$ cat src/rtl/seq_alu.sv
// seq_alu: sequential ALU with a valid/ready handshake on both sides.
//
// One operation is in flight at a time. Arithmetic, logic and zero-amount
// shifts finish one cycle after acceptance. Shifts with a non-zero amount
// move one bit per cycle, unless the build defines SEQ_ALU_BARREL_EN, which
// swaps in a combinational barrel shifter so every shift also finishes in
// one cycle. Results and flags are the same in both builds.
//
// SC is a persistent carry flag. It feeds ADDC/SUBB and keeps its value
// across operations that do not define a new carry.

module seq_alu #(
    parameter int W  = 8,
    parameter int SW = $clog2(W)
) (
    input  logic          Clk,
    input  logic          Reset_n,
    input  logic [W-1:0]  InputA,
    input  logic [W-1:0]  InputB,
    input  logic [3:0]    OP,
    input  logic          InValid,
    output logic          InReady,
    output logic [W-1:0]  Out,
    output logic          OutValid,
    input  logic          OutReady,
    output logic          SC,
    output logic          Zero,
    output logic          Err
);

    typedef enum logic [1:0] {
        IDLE  = 2'd0,
        SHIFT = 2'd1,
        DONE  = 2'd2
    } state_t;

    localparam logic [3:0] OP_ADD  = 4'd0;
    localparam logic [3:0] OP_ADDC = 4'd1;
    localparam logic [3:0] OP_SUB  = 4'd2;
    localparam logic [3:0] OP_SUBB = 4'd3;
    localparam logic [3:0] OP_LSH  = 4'd4;
    localparam logic [3:0] OP_RSH  = 4'd5;
    localparam logic [3:0] OP_ASR  = 4'd6;
    localparam logic [3:0] OP_XOR  = 4'd7;
    localparam logic [3:0] OP_OR   = 4'd8;
    localparam logic [3:0] OP_AND  = 4'd9;
    localparam logic [3:0] OP_CLR  = 4'd10;
    localparam logic [3:0] OP_XORA = 4'd11;

    localparam logic [SW-1:0] AMT_ZERO = '0;
    localparam logic [SW-1:0] AMT_ONE  = SW'(1);

`ifdef SEQ_ALU_BARREL_EN
    localparam bit BARREL_EN = 1'b1;
`else
    localparam bit BARREL_EN = 1'b0;
`endif

    state_t          state_q, state_d;
    logic [W-1:0]    work_q,  work_d;
    logic [SW-1:0]   cnt_q,   cnt_d;
    logic [3:0]      op_q,    op_d;
    logic [W-1:0]    out_q,   out_d;
    logic            sc_q,    sc_d;
    logic            err_q,   err_d;

    // Shift a by amt for LSH/RSH/ASR; returns {carry, result}. The carry is
    // the last bit shifted out, or the incoming carry when amt is zero. The
    // iterative path calls this with amt = 1 every cycle, so both builds
    // share exactly one definition of shift behaviour.
    function automatic logic [W:0] shift_calc(
        input logic [3:0]    op,
        input logic [W-1:0]  a,
        input logic [SW-1:0] amt,
        input logic          sc_in
    );
        logic [W:0]        ext;
        logic signed [W:0] sext;
        logic [W:0]        res;
        ext  = '0;
        sext = '0;
        res  = {sc_in, a};
        case (op)
            OP_LSH: begin
                ext = {1'b0, a} << amt;
                res = ext;
            end
            OP_RSH: begin
                ext = {a, 1'b0} >> amt;
                res = {ext[0], ext[W:1]};
            end
            OP_ASR: begin
                sext = $signed({a, 1'b0}) >>> amt;
                ext  = sext;
                res  = {ext[0], ext[W:1]};
            end
            default: res = {sc_in, a};
        endcase
        if (amt == AMT_ZERO) begin
            res[W] = sc_in;
        end
        return res;
    endfunction

    // Single-cycle result for every opcode; returns {err, carry, result}.
    function automatic logic [W+1:0] alu_calc(
        input logic [3:0]   op,
        input logic [W-1:0] a,
        input logic [W-1:0] b,
        input logic         sc_in
    );
        logic [W:0]   sum;
        logic [W:0]   cin;
        logic [W:0]   sh;
        logic [W+1:0] res;
        sum = '0;
        sh  = '0;
        cin = {{W{1'b0}}, sc_in};
        res = {1'b0, sc_in, {W{1'b0}}};
        case (op)
            OP_ADD: begin
                sum = {1'b0, a} + {1'b0, b};
                res = {1'b0, sum};
            end
            OP_ADDC: begin
                sum = {1'b0, a} + {1'b0, b} + cin;
                res = {1'b0, sum};
            end
            OP_SUB: begin
                sum = {1'b0, a} + {1'b0, ~b} + (W+1)'(1);
                res = {1'b0, sum};
            end
            OP_SUBB: begin
                sum = {1'b0, a} + {1'b0, ~b} + cin;
                res = {1'b0, sum};
            end
            OP_LSH, OP_RSH, OP_ASR: begin
                sh  = shift_calc(op, a, b[SW-1:0], sc_in);
                res = {1'b0, sh};
            end
            OP_XOR:  res = {1'b0, sc_in, a ^ b};
            OP_OR:   res = {1'b0, sc_in, a | b};
            OP_AND:  res = {1'b0, sc_in, a & b};
            OP_CLR:  res = {1'b0, 1'b0, {W{1'b0}}};
            OP_XORA: res = {1'b0, sc_in, ^a[W-2:0], {(W-1){1'b0}}};
            default: res = {1'b1, sc_in, {W{1'b0}}};
        endcase
        return res;
    endfunction

    // Next-state and datapath: accept in IDLE, step the shifter in SHIFT,
    // hold the result in DONE until the consumer takes it.
    always_comb begin
        logic        is_shift;
        logic [W:0]  step;
        state_d  = state_q;
        work_d   = work_q;
        cnt_d    = cnt_q;
        op_d     = op_q;
        out_d    = out_q;
        sc_d     = sc_q;
        err_d    = err_q;
        is_shift = 1'b0;
        step     = '0;
        case (state_q)
            IDLE: begin
                if (InValid) begin
                    is_shift = (OP == OP_LSH) || (OP == OP_RSH) || (OP == OP_ASR);
                    if (!BARREL_EN && is_shift && (InputB[SW-1:0] != AMT_ZERO)) begin
                        work_d  = InputA;
                        cnt_d   = InputB[SW-1:0];
                        op_d    = OP;
                        state_d = SHIFT;
                    end else begin
                        {err_d, sc_d, out_d} = alu_calc(OP, InputA, InputB, sc_q);
                        state_d = DONE;
                    end
                end
            end
            SHIFT: begin
                step = shift_calc(op_q, work_q, AMT_ONE, sc_q);
                if (cnt_q == AMT_ONE) begin
                    out_d   = step[W-1:0];
                    sc_d    = step[W];
                    err_d   = 1'b0;
                    state_d = DONE;
                end else begin
                    work_d = step[W-1:0];
                    cnt_d  = cnt_q - AMT_ONE;
                end
            end
            DONE: begin
                if (OutReady) begin
                    state_d = IDLE;
                end
            end
            default: state_d = IDLE;
        endcase
    end

    // State and datapath registers; reset discards any operation in flight.
    always_ff @(posedge Clk or negedge Reset_n) begin
        if (!Reset_n) begin
            state_q <= IDLE;
            work_q  <= '0;
            cnt_q   <= '0;
            op_q    <= '0;
            out_q   <= '0;
            sc_q    <= 1'b0;
            err_q   <= 1'b0;
        end else begin
            state_q <= state_d;
            work_q  <= work_d;
            cnt_q   <= cnt_d;
            op_q    <= op_d;
            out_q   <= out_d;
            sc_q    <= sc_d;
            err_q   <= err_d;
        end
    end

    assign InReady  = (state_q == IDLE);
    assign OutValid = (state_q == DONE);
    assign Out      = out_q;
    assign SC       = sc_q;
    assign Err      = err_q;
    assign Zero     = (out_q == '0);

endmodule
$ cat config.mk
export PLATFORM = sky130hd
export DESIGN_NAME = seq_alu
export DESIGN_NICKNAME = d
export VERILOG_FILES = /design/src/rtl/seq_alu.sv
export SDC_FILE = /design/constraint.sdc
export NUM_CORES = 1
export LEC_CHECK = 0
export ABC_CLOCK_PERIOD_IN_PS = 4000
export CAP_MARGIN = 20
export CORE_UTILIZATION = 33
export DETAILED_ROUTE_END_ITERATION = 6
export PLACE_DENSITY = 0.59
export SYNTH_ARGS = -nofsm -noshare
export SYNTH_HDL_FRONTEND = slang
export SYNTH_SLANG_ARGS = --single-unit
$ cat constraint.sdc
create_clock -name Clk -period 4 [get_ports Clk]
set_clock_uncertainty 0.05 [all_clocks]
set_input_delay 0.4 -clock Clk [delete_from_list [all_inputs] [get_ports Clk]]
set_output_delay 0.4 -clock Clk [all_outputs]
set_load 0.01 [all_outputs]
==> impl_results.md <==
* Total Power at 1886 uW
* CTS Root Cell: clkbuf_16
* Post-Place Worst Slack at 0.1645 ns
* Post-Synth XOR/XNOR Area at 7.343%
* FILL cells at 1270
* Compound-cell area share of the yosys netlist at 27.99%
* Max Slew Vio Count at 0
* Cell family with most CP delay: simple AND/OR/NAND/NOR gates
* Crit-path cells: clkdlybuf4s50_1 -> inv_1 -> ha_1 -> inv_1 -> fa_1 -> o21bai_1 -> a21oi_2 -> xnor2_1 -> or4_4 -> xnor2_1 -> nor2_1 -> nor4_1 -> a21oi_1
* Nets at 633
* CP arrival at 3.70 ns
* Core area at 12010 um2
* Slowest stage delay, CP at 0.57 ns
* Register area at 675.6 um2
* Drt pass-1 iters at 5
* Worst setup path class: input port to flip-flop
* IO buf count at 36
* PwrDens at 395.3 nW/um2
* Vias in the first global route at 4047
* Main combinational cell family by area after synthesis: compound AO/OA/AOI/OAI gates
* Initial Utilization at 33.91%
* Max_slew headroom at 42.79%
* Via density per instance at 6.066
* Largest net degree at the start of global routing at 28
* Number of enable flip-flop cells after synthesis at 0
* Slowest CP cell: or4_4
* Initial antenna violation count at 0
* Max-cap violations at 0
* TritonCTS clock tree: done
* Hold Fails Final Rpt at 0
* Antenna violation net count after detailed routing at 0
* Tcrit/Tclk final at 90.43%
* Io pins at 37
* Max rail drop VDD at 0.2217 mV
* Via count at 4392
* Setup Viol. Count Final at 0
* Post-Syn Area at 4073 um2
* Status: finished, final reports clean
* Buf/Inv on CP at 3
* Post-DP HPWL at 10890 um
* Post-synthesis register bit count at 27
* Clock latency on the worst-skew pair at 0.27 ns
* Class of the tightest hold or removal check: input port to asynchronous set/reset pin
* Post-CTS Setup Inserts at 0
* Synth async-reset ratio at 100.0%
* Leak at 0.001901 uW
* WP data required at 4.08 ns
* # DRC at 0
* Final worst slack at 0.3830 ns
* CTS H-Tree Depth at 1
* Area of the multi-input gates at 3118 um2
* Total wire length at 13580 um
* Layout area overhead at 17.14%
* Number of hold buffers added after cts at 0
* CTS Buf Count at 3
* Post-Syn Nets at 599
* Fmax at 276.5 MHz
* Total negative slack at 0 ns
* Clk sinks at 27
* Post-CTS Resized at 0
* Crit path launch type: input port
* First-pass GRT wire length at 21870 um
* Yosys cell types at 68
* Max FO, Critical Path at 8
* Worst Setup End Kind: flip-flop
* Max Root-Sink Buffers at 2
* Worst Tran Pin Value at 0.8565 ns
* Post-synthesis sequential area ratio at 16.59%
* RePlAce Congestion at 0.9730
* Fraction of layout cells with a size suffix above 1 at 9.532%
* Die Span Y at 113.1 um
* RSZ-0062 raised after global routing: false
* Top_reg_cell synth: dfrtp_1
* Post-Synth Simple-Gate Area at 23.63%
* Fin crit period at 3.617 ns
* DIE AREA at 12790 um2
* Yosys warnings at 0
* Rows at 40
* Drt initial violations at 363
* Post-synthesis instance total at 544
* Ant diodes at 0
* Clock slew at reported path FFs at 0.08 ns
* Mux cell area share after synthesis at 7.711%
* Die Width at 113.1 um
* Average instance area after synthesis at 7.486 um2
* Drt wl/cell at 18.76 um
* Adder-Cell Fraction of Synth Area at 9.892%
* Grt total ovfl at 0
* GRT Overall Usage at 21.49%
## registers in the layout, indices dropped and copies added (netlist names)
register	count
Out	8
SC	1
work_q	8
Err	1
state_q	2
cnt_q	3
op_q	4
## final timing paths
path | depth (start not counted) | to | startpoint | slack (ns)
max reg2reg | 5 | Out[4]$_DFFE_PN0P_ | state_q[0]$_DFFE_PN0P_ | 1.47
min reg2reg | 1 | Err$_DFFE_PN0P_ | Err$_DFFE_PN0P_ | 0.46
min in group Clk | 1 | Err$_DFFE_PN0P_ | Err$_DFFE_PN0P_ | 0.46
max | 13 | Out[6]$_DFFE_PN0P_ | InputB[0] | 0.38
max in group asynchronous | 2 | Out[3]$_DFFE_PN0P_ | Reset_n | 3.17
min | 2 | work_q[5]$_DFFE_PN0P_ | Reset_n | 0.45
## area by class of cell
cell class	count	area share (%)
clock buffers	3	1.574
repair buffers	66	12.27
flip-flops and latches	27	14.16
inverters	33	2.596
well taps	147	3.855
clock inverters	1	0.1836
multi-input cells	447	65.36
## placed cells by master, fill, tap and decap left out, types with 6 or more instances in the layout
cell / instances
dfrtp_1: 27
mux2i_1: 10
nor2_1: 52
nand2b_1: 12
inv_1: 31
nand3_1: 17
xnor2_1: 21
mux4_2: 7
a31oi_1: 14
clkdlybuf4s50_1: 36
ha_1: 29
nand2_1: 50
o2111ai_1: 12
nor3_1: 18
nor2b_1: 13
a21oi_1: 37
buf_4: 30
xor2_1: 8
a221oi_1: 6
o21ai_0: 40
a211oi_1: 10
o211ai_1: 6
## per-layer routing
metal | track usage (%) | wire, um
met1 | 30.49 | 6178
met2 | 33.87 | 5961
met3 | 2.464 | 1050
met4 | 7.105 | 388
met5 | 0 | 0
## cells by family (layout without fill, tap and decap cells)
group,Yosys count,after routing
adder cells (fa/ha/maj),31,31
AO/OA/AOI/OAI,169,169
buffers and inverters,70,103
flip-flops,27,27
XOR/XNOR,31,31
AND/OR/NAND/NOR,194,194
multiplexers,22,22
## metrics by stage
| step | std cells | hold WS [ns] | utilization, % | instance area (um2) |
|---|---|---|---|---|
| 2_1_floorplan | 544 | 0.05441 | - | 4073 |
| 3_3_place_gp | 720 | 0.4366 | 39.02 | 4687 |
| 3_5_place_dp | 720 | 0.4500 | 39.02 | 4687 |
| 4_1_cts | 724 | 0.4683 | 39.72 | 4771 |
| 5_1_grt | 724 | 0.4849 | 39.72 | 4771 |
| 6_report | 724 | 0.4485 | 39.72 | 4771 |
## worst register-to-register path: stages (launching register included)
cell,delay (ns)
dfrtp_1,0.49
nor2b_1,0.73
o21ai_0,0.21
a221oi_1,0.67
inv_1,0.09
a31oi_1,0.19
## where the power goes
group / internal, uW / total [uW] / switching (uW)
clock network: 138 / 240 / 102
logic: 498 / 1070 / 577
registers: 397 / 571 / 174
## synthesized netlist by cell type (3+ instances only)
cell type   n  share of area, %
o211ai_1    6               1.1
nand3_1    17               2.1
nand2b_1   12               1.8
nor2_1     52               4.8
o22ai_1     4              0.61
xor2_1      8               1.7
nand3b_1    3              0.55
nand2_1    50               4.6
nor3b_1     5              0.92
a32o_1      3              0.74
a22oi_1     3              0.55
nor3_1     18               2.2
buf_1       4              0.37
mux4_2      7               3.9
buf_2       7              0.86
a221oi_1    6               1.3
a211oi_1   10               1.8
a21oi_1    37               4.5
dfrtp_1    27                17
o21bai_1    4              0.74
nor2b_1    13               2.0
nor4_1      4              0.61
o2111ai_1  12               2.6
and3_1      3              0.46
mux2i_1    10               2.5
a31oi_1    14               2.2
xnor2_1    21               4.5
inv_1      31               2.9
o31ai_1     5              0.92
ha_1       29               8.9
clkbuf_1   25               2.3
o21ai_0    40               4.9
mux2_2      5               1.4
No activity file was read; power rests on OpenSTA's default activity.
